[config.mk]
export PLATFORM = sky130hd
export DESIGN_NAME = seq_div_4b_flat
export DESIGN_NICKNAME = d
export VERILOG_FILES = /design/src/rtl/seq_div_4b_pkg.sv /design/src/rtl/seq_div_4b_if.sv /design/src/rtl/seq_div_4b_step.sv /design/src/rtl/seq_div_4b.sv /design/src/flat_wrapper.sv
export SDC_FILE = /design/constraint.sdc
export NUM_CORES = 1
export LEC_CHECK = 0
export BUFFER_PORTS_ARGS = -buffer_cell sky130_fd_sc_hd__buf_4
export CAP_MARGIN = 10
export CELL_PAD_IN_SITES_DETAIL_PLACEMENT = 0
export CELL_PAD_IN_SITES_GLOBAL_PLACEMENT = 1
export CORE_MARGIN = 3
export CORE_UTILIZATION = 44
export CTS_CLUSTER_DIAMETER = 60
export DETAILED_ROUTE_END_ITERATION = 8
export PLACE_DENSITY = 0.73
export SLEW_MARGIN = 20
export SYNTH_ARGS = -nofsm -noshare
export SYNTH_HDL_FRONTEND = slang
export SYNTH_HIERARCHICAL = 1
export SYNTH_SLANG_ARGS = --single-unit
[constraint.sdc]
create_clock -name clk -period 2.98 [get_ports clk]
set_input_delay 0.149 -clock clk [delete_from_list [all_inputs] [get_ports clk]]
set_output_delay 0.149 -clock clk [all_outputs]
set_load 0.02 [all_outputs]
[src/rtl/seq_div_4b_pkg.sv]
// Shared types and constants for the sequential restoring divider.
package div_pkg;

    typedef enum logic [1:0] {
        IDLE = 2'd0,
        RUN  = 2'd1,
        DONE = 2'd2
    } state_t;

    localparam int DIV_W = 4;

    // Step-counter width for a given operand width; never narrower than 1 bit.
    function automatic int cnt_w(input int w);
        return (w > 2) ? $clog2(w) : 1;
    endfunction

    localparam int DIV_CNT_W = cnt_w(DIV_W);

endpackage

[src/rtl/seq_div_4b_if.sv]
// Launch/result bundle of the sequential divider; master drives operands, slave returns results.
interface seq_div_4b_if
    import div_pkg::*;
#(
    parameter int WIDTH = DIV_W
);
    logic             start;
    logic [WIDTH-1:0] a;
    logic [WIDTH-1:0] b;
    logic [WIDTH-1:0] quotient;
    logic [WIDTH-1:0] remainder;
    logic             busy;
    logic             done;
    logic             div_by_zero;

    modport master (
        output start, a, b,
        input  quotient, remainder, busy, done, div_by_zero
    );

    modport slave (
        input  start, a, b,
        output quotient, remainder, busy, done, div_by_zero
    );

endinterface

[src/rtl/seq_div_4b_step.sv]
// One restoring-division step: shift in a dividend bit, trial-subtract b through a ripple borrow chain.
module div_step
    import div_pkg::*;
#(
    parameter int WIDTH = DIV_W
) (
    input  logic [WIDTH:0]   r,
    input  logic             dbit,
    input  logic [WIDTH-1:0] b,
    output logic [WIDTH:0]   r_nx,
    output logic             q_bit
);

    logic [WIDTH:0] shifted;
    logic [WIDTH:0] b_inv;
    logic [WIDTH:0] diff;
    logic           no_borrow;
    logic           unused_r_msb;

    // R is always below b before the shift, so its top bit carries no information here.
    assign unused_r_msb = r[WIDTH];
    assign shifted      = {r[WIDTH-1:0], dbit};
    assign b_inv        = ~{1'b0, b};

    always_comb begin : sub_chain
        logic c;
        c    = 1'b1;
        diff = '0;
        for (int i = 0; i <= WIDTH; i++) begin
            diff[i] = shifted[i] ^ b_inv[i] ^ c;
            c       = (shifted[i] & b_inv[i]) | (c & (shifted[i] ^ b_inv[i]));
        end
        no_borrow = c;
    end

    assign q_bit = no_borrow;
    assign r_nx  = no_borrow ? diff : shifted;

endmodule

[src/rtl/seq_div_4b.sv]
// Sequential restoring divider, one quotient bit per clock, MSB first.
// Optional DIV_ZERO_FLAG_EN: divide-by-zero short-circuits to DONE and raises div_by_zero.
module seq_div_4b
    import div_pkg::*;
#(
    parameter int WIDTH = DIV_W
) (
    input  logic         clk,
    input  logic         rst,
    seq_div_4b_if.slave  bus
);

    localparam int CNT_W = cnt_w(WIDTH);

    state_t           state;
    state_t           state_nx;
    logic             load;
    logic             step_en;
    logic             finish;
    logic             zero_skip;

    logic [WIDTH-1:0] a_q;
    logic [WIDTH-1:0] b_q;
    logic [WIDTH:0]   r_q;
    logic [WIDTH-1:0] q_w;
    logic [CNT_W-1:0] cnt;
    logic [WIDTH-1:0] quotient_q;
    logic [WIDTH-1:0] remainder_q;

    logic [WIDTH:0]   r_nx;
    logic             q_bit;

    div_step #(.WIDTH(WIDTH)) u_step (
        .r     (r_q),
        .dbit  (a_q[WIDTH-1]),
        .b     (b_q),
        .r_nx  (r_nx),
        .q_bit (q_bit)
    );

    always_ff @(posedge clk or posedge rst) begin
        if (rst) state <= IDLE;
        else     state <= state_nx;
    end

    always_comb begin
        state_nx  = state;
        load      = 1'b0;
        step_en   = 1'b0;
        finish    = 1'b0;
        zero_skip = 1'b0;
        case (state)
            IDLE: begin
                if (bus.start) begin
                    load = 1'b1;
`ifdef DIV_ZERO_FLAG_EN
                    if (bus.b == '0) begin
                        zero_skip = 1'b1;
                        state_nx  = DONE;
                    end else begin
                        state_nx  = RUN;
                    end
`else
                    state_nx = RUN;
`endif
                end
            end
            RUN: begin
                step_en = 1'b1;
                if (cnt == CNT_W'(WIDTH - 1)) begin
                    finish   = 1'b1;
                    state_nx = DONE;
                end
            end
            DONE:    state_nx = IDLE;
            default: state_nx = IDLE;
        endcase
    end

    // Dividend is consumed from a_q's MSB while quotient bits enter q_w's LSB.
    always_ff @(posedge clk or posedge rst) begin
        if (rst) begin
            a_q         <= '0;
            b_q         <= '0;
            r_q         <= '0;
            q_w         <= '0;
            cnt         <= '0;
            quotient_q  <= '0;
            remainder_q <= '0;
        end else begin
            if (load) begin
                a_q <= bus.a;
                b_q <= bus.b;
                r_q <= '0;
                q_w <= '0;
                cnt <= '0;
            end
            if (step_en) begin
                a_q <= {a_q[WIDTH-2:0], 1'b0};
                r_q <= r_nx;
                q_w <= {q_w[WIDTH-2:0], q_bit};
                cnt <= cnt + CNT_W'(1);
            end
            if (finish) begin
                quotient_q  <= {q_w[WIDTH-2:0], q_bit};
                remainder_q <= r_nx[WIDTH-1:0];
            end
            if (zero_skip) begin
                quotient_q  <= '1;
                remainder_q <= bus.a;
            end
        end
    end

`ifdef DIV_ZERO_FLAG_EN
    logic dbz_q;

    always_ff @(posedge clk or posedge rst) begin
        if (rst)            dbz_q <= 1'b0;
        else if (zero_skip) dbz_q <= 1'b1;
        else if (finish)    dbz_q <= 1'b0;
    end

    assign bus.div_by_zero = dbz_q;
`else
    assign bus.div_by_zero = 1'b0;
`endif

    assign bus.quotient  = quotient_q;
    assign bus.remainder = remainder_q;
    assign bus.busy      = (state != IDLE);
    assign bus.done      = (state == DONE);

endmodule

[src/flat_wrapper.sv]
// flat-port wrapper written by rule: the top's interface ports become plain ports
module seq_div_4b_flat import div_pkg::*;
#(
    parameter int WIDTH = DIV_W
)
  (clk, rst, bus_start, bus_a, bus_b, bus_quotient, bus_remainder, bus_busy, bus_done, bus_div_by_zero);
  seq_div_4b_if #(.WIDTH(WIDTH)) bus_i ();
  input  logic clk;
  input  logic rst;
  input wire logic [$bits(bus_i.start)-1:0] bus_start;
  input wire logic [$bits(bus_i.a)-1:0] bus_a;
  input wire logic [$bits(bus_i.b)-1:0] bus_b;
  output wire logic [$bits(bus_i.quotient)-1:0] bus_quotient;
  output wire logic [$bits(bus_i.remainder)-1:0] bus_remainder;
  output wire logic [$bits(bus_i.busy)-1:0] bus_busy;
  output wire logic [$bits(bus_i.done)-1:0] bus_done;
  output wire logic [$bits(bus_i.div_by_zero)-1:0] bus_div_by_zero;
  assign bus_i.start = bus_start;
  assign bus_i.a = bus_a;
  assign bus_i.b = bus_b;
  assign bus_quotient = bus_i.quotient;
  assign bus_remainder = bus_i.remainder;
  assign bus_busy = bus_i.busy;
  assign bus_done = bus_i.done;
  assign bus_div_by_zero = bus_i.div_by_zero;
  seq_div_4b #(.WIDTH(WIDTH)) u_core (.clk(clk), .rst(rst), .bus(bus_i));
endmodule
==> summary.txt <==
Power
  – Net Switching: 0.000692 W
  – Sequential share of power: 39.6%
  – Sw Ratio: 39.3%
  – Gate power share: 51.3%
  – Internal power: 0.00107 W
  – VDD IR max: 0.727 mV
  – Leakage power total: 0.705 nW
  – Clk pwr share: 9.1%
  – Pwr per Cell Area: 1210 nW/um^2

Floorplan
  – I/O Pins: 22
  – Die ar.: 3590 um^2
  – Core Region: 2610 um^2
  – Die height: 59.9 um
  – Chip width: 59.9 um
  – Row count: 18
  – Initial Util: 49.0%

STA
  – Achievable frequency: 0.384 GHz
  – Setup TNS: 0 ns
  – Slew headroom: 33.1%
  – Max Slew Vio Count: 0
  – Final Skew: 0.00620 ns
  – Period utilisation layout: 87.3%
  – Worst-Margin Slew: 1.00 ns
  – Final setup viols: 0
  – Final hold vios: 0
  – RSZ-0062 raised after global routing: false
  – Final Critical Period: 2.60 ns

CTS
  – Clk sinks: 27
  – Later-pin clock latency in the skew report: 0.33 ns
  – CTS H-Tree Depth: 1
  – Post-CTS Setup Inserts: 0
  – CTS max path bufs: 2
  – Post-CTS Resized: 0
  – Clock buffer count from CTS: 3
  – Clock transition at path regs: 0.14 ns
  – # hold bufs at CTS: 0
  – CTS tree: yes
  – Clock root buffer: clkbuf_4

Yosys
  – Cell count after synthesis: 94
  – Syn Nets: 110
  – Syn_area_per_cell: 13.6 um^2
  – Synth Warn #: 6
  – Post-synthesis cell area: 1280 um^2

Cells and area
  – Fraction of layout cells with a size suffix above 1: 38.9%
  – Finished Cell Area: 1450 um^2
  – Layout fillers: 252
  – NumNets Final: 130
  – Most frequent cells in the layout: 27 x dfrtp_1, 20 x buf_4, 13 x mux2_2, 13 x inv_1, 9 x a22o_1
  – Multi-input gate area: 510 um^2
  – Most common cell after layout, fill and taps aside: dfrtp_1
  – Area Overhead vs Synth: 13.3%
  – Diode count: 0
  – Reg area: 676 um^2

Detailed routing
  – Routed wire length: 2180 um
  – Final ANT Viol Nets: 0
  – DRC violations left: 0
  – WL per Instance: 15.2 um
  – Via/cell ratio: 5.41
  – First-pass DRT Iterations: 4
  – Starting DRT DRC Count: 31
  – Vias post-DR: 774

Setup path
  – Nature of the critical path endpoint: register
  – CP Max Fanout: 3
  – Crit path DAT: 2.84 ns
  – Critical path class: register to register
  – Startpoint Class: register
  – Req. time, crit path: 3.21 ns

Place
  – DP Wirelength: 1570 um
  – Buffers on Ports: 20
  – GP Congestion: 0.738
  – Dpl cell area: 1420 um^2

Global routing
  – Met1 usage in global routing: 19.1%
  – Met2 usage in global routing: 20.5%
  – First-pass GRT wire length: 3590 um
  – GRT Residual Overflow: 0
  – Global-route usage over all layers: 13.6%
  – Largest net degree at the start of global routing: 28
  – Vias in the first global route: 751
  – Global route hottest layer: met2
  – Grt met3 use: 3.89%
  – Initial antenna violation count: 0

Flow run
  – Max-capacitance violation count: 0

Min path
  – Hold crit path type: input pin to async pin

Run status
  – Status: finished clean
[per-stage QoR]
step	util, %	power [W]	setup WS (ns)	instances	hold WS (ns)
after global routing	55.5	0.00191	0.217	143	0.0237
final	55.5	0.00176	0.377	143	0.0324
after floorplan	-	0.00139	0.522	94	0.202
after detailed placement	54.5	0.00161	0.404	139	0.387
after CTS	55.5	0.00178	0.383	143	0.0274
after global placement	54.5	0.00160	0.449	139	0.376
[routing by layer]
layer  vias up  wire [um]
met4         0         29
met2        13       1070
met3         4         82
li1        365          -
met5         -          0
met1       392        998
[cell type report]
class | instances | area share (%)
Timing Repair Buffer | 20 | 10.4
Tap cell | 30 | 2.59
Sequential cell | 27 | 46.6
Multi-Input combinational cell | 49 | 35.2
Clock buffer | 3 | 1.55
Clock inverter | 1 | 0.345
Inverter | 13 | 3.36
[final timing paths]
path,startpoint,end,slack [ns],cells past startpoint
worst max register to register,u_core/a_q[3]$_DFFE_PP0P_,u_core/bus.remainder[1]$_DFFE_PP0P_,0.38,11
worst min-delay path,rst,u_core/bus.quotient[2]$_DFFE_PP0P_,0.03,2
min in group clk,bus_a[0],u_core/a_q[0]$_DFFE_PP0P_,0.04,2
worst min register to register,u_core/q_w[2]$_DFFE_PP0P_,u_core/q_w[2]$_DFFE_PP0P_,0.52,1
worst max-delay path,u_core/a_q[3]$_DFFE_PP0P_,u_core/bus.remainder[1]$_DFFE_PP0P_,0.38,11
max in group asynchronous,rst,u_core/a_q[3]$_DFFE_PP0P_,2.34,2
[registers in the layout, indices dropped and copies added, names as in the netlist]
name                  count
u_core/a_q                4
u_core/b_q                4
u_core/bus.quotient       4
u_core/bus.remainder      4
u_core/r_q                4
u_core/q_w                3
u_core/cnt                2
u_core/state              2
[power by group through the flow]
| stage | registers, W | clock network [W] | logic [W] |
|---|---|---|---|
| 6_report | 0.000698 | 0.000160 | 0.000904 |
| 5_1_grt | 0.000730 | 0.000181 | 0.000997 |
| 3_3_place_gp | 0.000701 | 0 | 0.000895 |
| 3_5_place_dp | 0.000709 | 0 | 0.000902 |
| 2_1_floorplan | 0.000712 | 0 | 0.000682 |
| 4_1_cts | 0.000700 | 0.000167 | 0.000912 |
[worst max-delay path, cell delays in order (launching register included)]
cell	delay, ns
dfrtp_1	0.42
inv_1	0.06
ha_1	0.13
inv_1	0.05
fa_1	0.35
inv_1	0.08
fa_1	0.16
inv_1	0.05
fa_1	0.41
nor2_2	0.18
mux2_1	0.35
mux2_2	0.26
Power figures use the tool's default switching activity.
